==> config.mk <==
export PLATFORM = sky130hd
export DESIGN_NAME = lsu_mem_access
export DESIGN_NICKNAME = d
export VERILOG_FILES = /design/src/rtl/lsu_mem_access_pkg.sv /design/src/rtl/lsu_lane_align.sv /design/src/rtl/lsu_mem_access.sv
export SDC_FILE = /design/constraint.sdc
export NUM_CORES = 1
export LEC_CHECK = 0
export CAP_MARGIN = 25
export CORE_ASPECT_RATIO = 1.25
export CORE_UTILIZATION = 47
export DETAILED_ROUTE_END_ITERATION = 16
export GPL_TIMING_DRIVEN = 0
export PLACE_DENSITY_LB_ADDON = 0.25
export SYNTH_ARGS = -nofsm -noshare
export SYNTH_HDL_FRONTEND = slang
export SYNTH_SLANG_ARGS = --single-unit
export TNS_END_PERCENT = 20
==> constraint.sdc <==
create_clock -name clk -period 8.3 [get_ports clk]
set_input_delay 1.66 -clock clk [delete_from_list [all_inputs] [get_ports clk]]
set_output_delay 1.66 -clock clk [all_outputs]
set_load 0.05 [all_outputs]
==> src/rtl/lsu_mem_access_pkg.sv <==
// lsu_mem_access shared types: FSM states, access sizes, fault codes.
package lsu_mem_access_pkg;

  typedef enum logic [2:0] {
    S_IDLE,
    S_ISSUE,
    S_WAIT,
    S_RESP,
    S_FAULT
  } state_t;

  typedef enum logic [1:0] {
    SZ_B,
    SZ_H,
    SZ_W,
    SZ_D
  } size_t;

  typedef enum logic [1:0] {
    FLT_NONE,
    FLT_CARRY,
    FLT_ALIGN,
    FLT_TIMEOUT
  } fault_t;

endpackage

==> src/rtl/lsu_lane_align.sv <==
// lsu_lane_align: byte-lane steering for one 64-bit memory word.
// Produces store strobes, lane-shifted store data, extracted and
// zero-extended load data, and the natural-alignment check.
module lsu_lane_align
  import lsu_mem_access_pkg::*;
#(
  parameter int unsigned DATA_W = 64
) (
  input  logic [2:0]          addr_lo,
  input  size_t               size,
  input  logic [DATA_W-1:0]   wdata,
  input  logic [DATA_W-1:0]   rdata,
  output logic [DATA_W/8-1:0] wstrb,
  output logic [DATA_W-1:0]   wdata_sh,
  output logic [DATA_W-1:0]   rdata_ext,
  output logic                misalign
);

  logic [5:0]          bit_sh;
  logic [DATA_W/8-1:0] bmask;
  logic [DATA_W-1:0]   dmask;

  assign bit_sh = {addr_lo, 3'b000};

  always_comb begin
    bmask    = '0;
    dmask    = '0;
    misalign = 1'b0;
    unique case (size)
      SZ_B: begin
        bmask = 8'h01;
        dmask = 64'h0000_0000_0000_00FF;
      end
      SZ_H: begin
        bmask    = 8'h03;
        dmask    = 64'h0000_0000_0000_FFFF;
        misalign = addr_lo[0];
      end
      SZ_W: begin
        bmask    = 8'h0F;
        dmask    = 64'h0000_0000_FFFF_FFFF;
        misalign = |addr_lo[1:0];
      end
      SZ_D: begin
        bmask    = '1;
        dmask    = '1;
        misalign = |addr_lo;
      end
    endcase
  end

  assign wstrb     = bmask << addr_lo;
  assign wdata_sh  = wdata << bit_sh;
  assign rdata_ext = (rdata >> bit_sh) & dmask;

endmodule

==> src/rtl/lsu_mem_access.sv <==
// lsu_mem_access: memory-access stage behind the base+imm address adder.
// Optional response timeout: define LSU_TIMEOUT_EN.
module lsu_mem_access
  import lsu_mem_access_pkg::*;
#(
  parameter int unsigned DATA_W      = 64,
  parameter int unsigned RD_W        = 5,
  parameter int unsigned TIMEOUT_CYC = 32
) (
  input  logic                clk,
  input  logic                rst,
  input  logic                req_valid,
  output logic                req_ready,
  input  logic [64:0]         req_addr_sum,
  input  logic                req_is_store,
  input  logic [1:0]          req_size,
  input  logic [DATA_W-1:0]   req_wdata,
  input  logic [RD_W-1:0]     req_rd,
  output logic                mem_req_valid,
  input  logic                mem_req_ready,
  output logic [63:0]         mem_addr,
  output logic                mem_we,
  output logic [DATA_W/8-1:0] mem_wstrb,
  output logic [DATA_W-1:0]   mem_wdata,
  input  logic                mem_rsp_valid,
  input  logic [DATA_W-1:0]   mem_rdata,
  output logic                wb_valid,
  output logic [RD_W-1:0]     wb_rd,
  output logic [DATA_W-1:0]   wb_data,
  output logic                done,
  output logic                fault_valid,
  output logic [1:0]          fault_code
);

  state_t              state, state_nxt;
  logic [63:0]         addr_q;
  size_t               size_q;
  logic                store_q;
  logic [DATA_W-1:0]   wdata_q;
  logic [DATA_W-1:0]   rdata_q;
  logic [RD_W-1:0]     rd_q;
  fault_t              fault_q;

  logic                accept;
  logic                to_hit;
  logic [2:0]          al_addr;
  size_t               al_size;
  logic [DATA_W/8-1:0] al_wstrb;
  logic [DATA_W-1:0]   al_wdata;
  logic [DATA_W-1:0]   al_rdata;
  logic                al_misalign;

  assign accept = req_valid && (state == S_IDLE);

  // One aligner serves both paths: in IDLE it checks the offered request,
  // afterwards it steers the latched operation.
  assign al_addr = (state == S_IDLE) ? req_addr_sum[2:0] : addr_q[2:0];
  assign al_size = (state == S_IDLE) ? size_t'(req_size) : size_q;

  lsu_lane_align #(
    .DATA_W (DATA_W)
  ) u_align (
    .addr_lo   (al_addr),
    .size      (al_size),
    .wdata     (wdata_q),
    .rdata     (rdata_q),
    .wstrb     (al_wstrb),
    .wdata_sh  (al_wdata),
    .rdata_ext (al_rdata),
    .misalign  (al_misalign)
  );

`ifdef LSU_TIMEOUT_EN
  localparam int unsigned TO_W = (TIMEOUT_CYC > 1) ? $clog2(TIMEOUT_CYC) : 1;

  logic [TO_W-1:0] to_cnt;

  always_ff @(posedge clk or posedge rst) begin
    if (rst) begin
      to_cnt <= '0;
    end else if (state != S_WAIT) begin
      to_cnt <= '0;
    end else begin
      to_cnt <= to_cnt + 1'b1;
    end
  end

  assign to_hit = (state == S_WAIT) && (to_cnt == TO_W'(TIMEOUT_CYC - 1));
`else
  assign to_hit = 1'b0;
`endif

  always_ff @(posedge clk or posedge rst) begin
    if (rst) begin
      state <= S_IDLE;
    end else begin
      state <= state_nxt;
    end
  end

  always_ff @(posedge clk or posedge rst) begin
    if (rst) begin
      addr_q  <= '0;
      size_q  <= SZ_B;
      store_q <= 1'b0;
      wdata_q <= '0;
      rd_q    <= '0;
      rdata_q <= '0;
      fault_q <= FLT_NONE;
    end else begin
      if (accept) begin
        addr_q  <= req_addr_sum[63:0];
        size_q  <= size_t'(req_size);
        store_q <= req_is_store;
        wdata_q <= req_wdata;
        rd_q    <= req_rd;
        if (req_addr_sum[64]) begin
          fault_q <= FLT_CARRY;
        end else if (al_misalign) begin
          fault_q <= FLT_ALIGN;
        end else begin
          fault_q <= FLT_NONE;
        end
      end
      if (state == S_WAIT) begin
        if (mem_rsp_valid) begin
          rdata_q <= mem_rdata;
        end else if (to_hit) begin
          fault_q <= FLT_TIMEOUT;
        end
      end
    end
  end

  always_comb begin
    state_nxt     = state;
    req_ready     = 1'b0;
    mem_req_valid = 1'b0;
    mem_addr      = '0;
    mem_we        = 1'b0;
    mem_wstrb     = '0;
    mem_wdata     = '0;
    wb_valid      = 1'b0;
    wb_rd         = '0;
    wb_data       = '0;
    done          = 1'b0;
    fault_valid   = 1'b0;
    fault_code    = FLT_NONE;
    unique case (state)
      S_IDLE: begin
        req_ready = 1'b1;
        if (req_valid) begin
          if (req_addr_sum[64] || al_misalign) begin
            state_nxt = S_FAULT;
          end else begin
            state_nxt = S_ISSUE;
          end
        end
      end
      S_ISSUE: begin
        mem_req_valid = 1'b1;
        mem_addr      = {addr_q[63:3], 3'b000};
        mem_we        = store_q;
        if (store_q) begin
          mem_wstrb = al_wstrb;
          mem_wdata = al_wdata;
        end
        if (mem_req_ready) begin
          state_nxt = S_WAIT;
        end
      end
      S_WAIT: begin
        if (mem_rsp_valid) begin
          state_nxt = S_RESP;
        end else if (to_hit) begin
          state_nxt = S_FAULT;
        end
      end
      S_RESP: begin
        done = 1'b1;
        if (!store_q) begin
          wb_valid = 1'b1;
          wb_rd    = rd_q;
          wb_data  = al_rdata;
        end
        state_nxt = S_IDLE;
      end
      S_FAULT: begin
        done        = 1'b1;
        fault_valid = 1'b1;
        fault_code  = fault_q;
        state_nxt   = S_IDLE;
      end
      default: state_nxt = S_IDLE;
    endcase
  end

endmodule
==> run_results.csv <==
group,metric,value,unit
cts,numClockSinks,205,
routing,wl_per_cell,25.0,um
routing,drt_wl_total,56100,um
cts,clockBufferDepth,3,
cells_and_area,area_delta_synth_final,43.5,%
synth,yosysSeqAreaShare,0.415,
power_and_ir_drop,power.density,387,mW/mm2
cts,cts_buffers,22,
die,core,0.0259,mm2
global_route,grt_pass1_vias,13400,
cts,clk_pin_slew,0.07,ns
worst_hold_path,hp-start,"addr_q[56]",
synth,syn_avg_cell_area,8.59,um2
routing,antenna_left,0,
synth,yosysTopAreaCellShare,0.415,
synth,synth.area.top_cells,"dfrtp_1 (41%), nand2_1 (16%), mux2i_1 (9.5%)",
cells_and_area,nFillCells,2110,
synth,ys.flop_type,"dfrtp_1",
cells_and_area,nNetsFinal,2089,
outcome,status,"complete, no violations",
worst_hold_path,min_path_cells,2,
setup_path,end_kind,"output port",
placement,dp_hpwl,42500,um
die,std_cell_rows,66,
setup_path,critPathMaxFanout,10,
sta,slew_viol_final,0,
sta,rsz0062_at_grt,"false",
global_route,grt_max_degree,113,
synth,yosysMostFrequentCell,"nand2_1",
setup_path,ff2ff_path_depth,7,
routing,vias_per_cell,5.95,
global_route,grt-ovfl-total,0,
power_and_ir_drop,cellLeakagePower,8.02,nW
cts,clk_latency,0.53,ns
setup_path,cp-start-kind,"primary input",
synth,synth_area,0.0124,mm2
die,die_w,147,um
setup_path,r2r-start,"state[1]",
sta,hold_viol,0,
synth,synthTopCellsByCount,"nand2_1 (516), dfrtp_1 (205), mux2i_1 (117)",
cts,cts_resized,0,
sta,timing.fmax,0.139,GHz
die,num_io_pins,419,
die,die_h,183,um
routing,dr.pass1.iters,8,
die,fp.dieArea,0.0270,mm2
worst_hold_path,holdPathEnd,"addr_q[56]",
cells_and_area,finalInstanceArea,0.0178,mm2
placement,numPortBuffers,414,
worst_hold_path,min_path_type,"register to register",
global_route,track_usage,0.411,
synth,ys_async_sr_fraction,1.00,
setup_path,rr_endpoint,"state[0]",
cts,htree_levels,1,
setup_path,required,6.64,ns
global_route,antenna_found_initial,5,
die,floorplan.initialDensity,0.477,
setup_path,r2r_slack,5.37,ns
synth,synth_edf_count,0,
synth,syn_inst,1440,
synth,yosys_warnings,0,
sta,maxSlewHeadroom,0.319,
cts,tritoncts,"built",
power_and_ir_drop,ir_worst_vdd,205,uV
sta,worst_pin_slew,1.02,ns
cts,hold_buffers,0,
sta,skew,0.00835,ns
synth,synth_seq_cells,205,
placement,gp_congestion,1.01,
global_route,grt_pass1_wl,81800,um
routing,drc,0,
placement,place_inst,2197,
sta,setup_viol,0,
cts,cts-root-buf,"clkbuf_16",
synth,yosysUniqueCellTypes,58,
run,maxCapViolCount,0,
placement,place_area,0.0170,mm2
cells_and_area,drive_gt1_frac,0.0958,
setup_path,cp_data_arrival_time,5.56,ns
cts,postCtsSetupBuffers,0,
sta,min_period,7.22,ns
routing,drtIter0Drc,1186,
routing,vias,13300,
setup_path,worstSetupPathType,"primary input to output port",
cells_and_area,final_cells,2243,
synth,synth_top_area_cell,"dfrtp_1",
sta,fin_crit_sh,0.870,
## worst max-delay path, stage by stage
cell and delay, ns:
clkdlybuf4s50_1 0.50, mux2i_1 0.54, clkbuf_1 0.43, clkbuf_1 0.70
o21ai_0 0.20, a31oi_1 0.57, clkdlybuf4s50_1 0.93
## layer usage
metal	global-route usage	vias to the layer above	wire (um)
met5	0	-	22
met1	0.460	6423	20000
met2	0.712	884	27700
met4	0.255	4	3520
li1	-	5796	-
met3	0.0853	233	4780
## cell families after synthesis
kind of cell,after synthesis,share of synthesized area
AO/OA/AOI/OAI,193,0.117
buffers and inverters,111,0.0400
flip-flops,205,0.415
multiplexers,204,0.174
other,1,0.000303
AND/OR/NAND/NOR,726,0.254
## per-stage QoR
step / total power [W] / TNS (ns) / util / hold WS [ns] / setup slack [ns]
after detailed placement: 0.00570 / 0 / 0.655 / 0.454 / 1.36
final: 0.00687 / 0 / 0.685 / 0.466 / 1.08
after global routing: 0.00715 / 0 / 0.685 / 0.488 / 1.12
after CTS: 0.00674 / 0 / 0.683 / 0.470 / 1.32
after global placement: 0.00563 / -333.52 / 0.654 / 0.449 / -1.65
after floorplan: 0.00434 / 0 / - / 0.437 / 1.04
## state kept, by name (all words and copies together) (netlist names)
name	count
addr_q	64
rdata_q	64
wdata_q	64
rd_q	5
state	3
fault_q	2
size_q	2
store_q	1
## layout by cell type, fill, tap and decap left out, types with 4 or more instances in the layout
| cell type | instances |
|---|---|
| a211oi_1 | 18 |
| a21o_1 | 5 |
| a21oi_1 | 37 |
| a221o_1 | 6 |
| a22oi_1 | 6 |
| a2bb2oi_1 | 17 |
| a311o_1 | 4 |
| a31oi_1 | 4 |
| a32o_1 | 8 |
| and2_1 | 79 |
| and3_1 | 28 |
| buf_1 | 7 |
| buf_2 | 32 |
| buf_4 | 7 |
| clkbuf_1 | 61 |
| clkbuf_16 | 22 |
| clkdlybuf4s50_1 | 414 |
| clkinv_2 | 6 |
| clkinvlp_4 | 4 |
| dfrtp_1 | 205 |
| diode_2 | 4 |
| mux2_2 | 87 |
| mux2i_1 | 117 |
| nand2_1 | 516 |
| nand2b_1 | 4 |
| nand3_1 | 18 |
| nor2_1 | 53 |
| nor2b_1 | 9 |
| o21ai_0 | 21 |
| o221ai_1 | 28 |
| o22a_1 | 12 |
| o22ai_1 | 4 |
| o31a_1 | 5 |
## how the worst max path moves through the flow
stage / end / startpoint / cells after the start
after floorplan: addr_q[0] / rst / 1
after global placement: rdata_q[47] / rst / 2
after detailed placement: mem_wdata[37] / req_addr_sum[0] / 8
after CTS: mem_wdata[37] / req_addr_sum[0] / 8
after global routing: mem_wstrb[2] / req_addr_sum[0] / 7
final: mem_wstrb[2] / req_addr_sum[0] / 7
## layout make-up
| class | count | area [um2] | area share |
|---|---|---|---|
| diodes | 4 | 10.0 | 0.000564 |
| clock buffers | 25 | 582 | 0.0328 |
| multi-input cells | 1126 | 6760 | 0.381 |
| flip-flops and latches | 205 | 5130 | 0.289 |
| well taps | 340 | 425 | 0.0240 |
| repair buffers | 417 | 4190 | 0.236 |
| plain buffers | 108 | 484 | 0.0273 |
| clock inverters | 15 | 154 | 0.00867 |
| inverters | 3 | 18.8 | 0.00106 |
## report_power, final
group | leakage, nW | internal [W] | switching [W]
Combinational | 5.16 | 0.00137 | 0.00236
Sequential | 2.51 | 0.00149 | 0.000633
Clock | 0.355 | 0.000573 | 0.000448
Total | 8.02 | 0.00343 | 0.00344
Power figures use the tool's default switching activity.
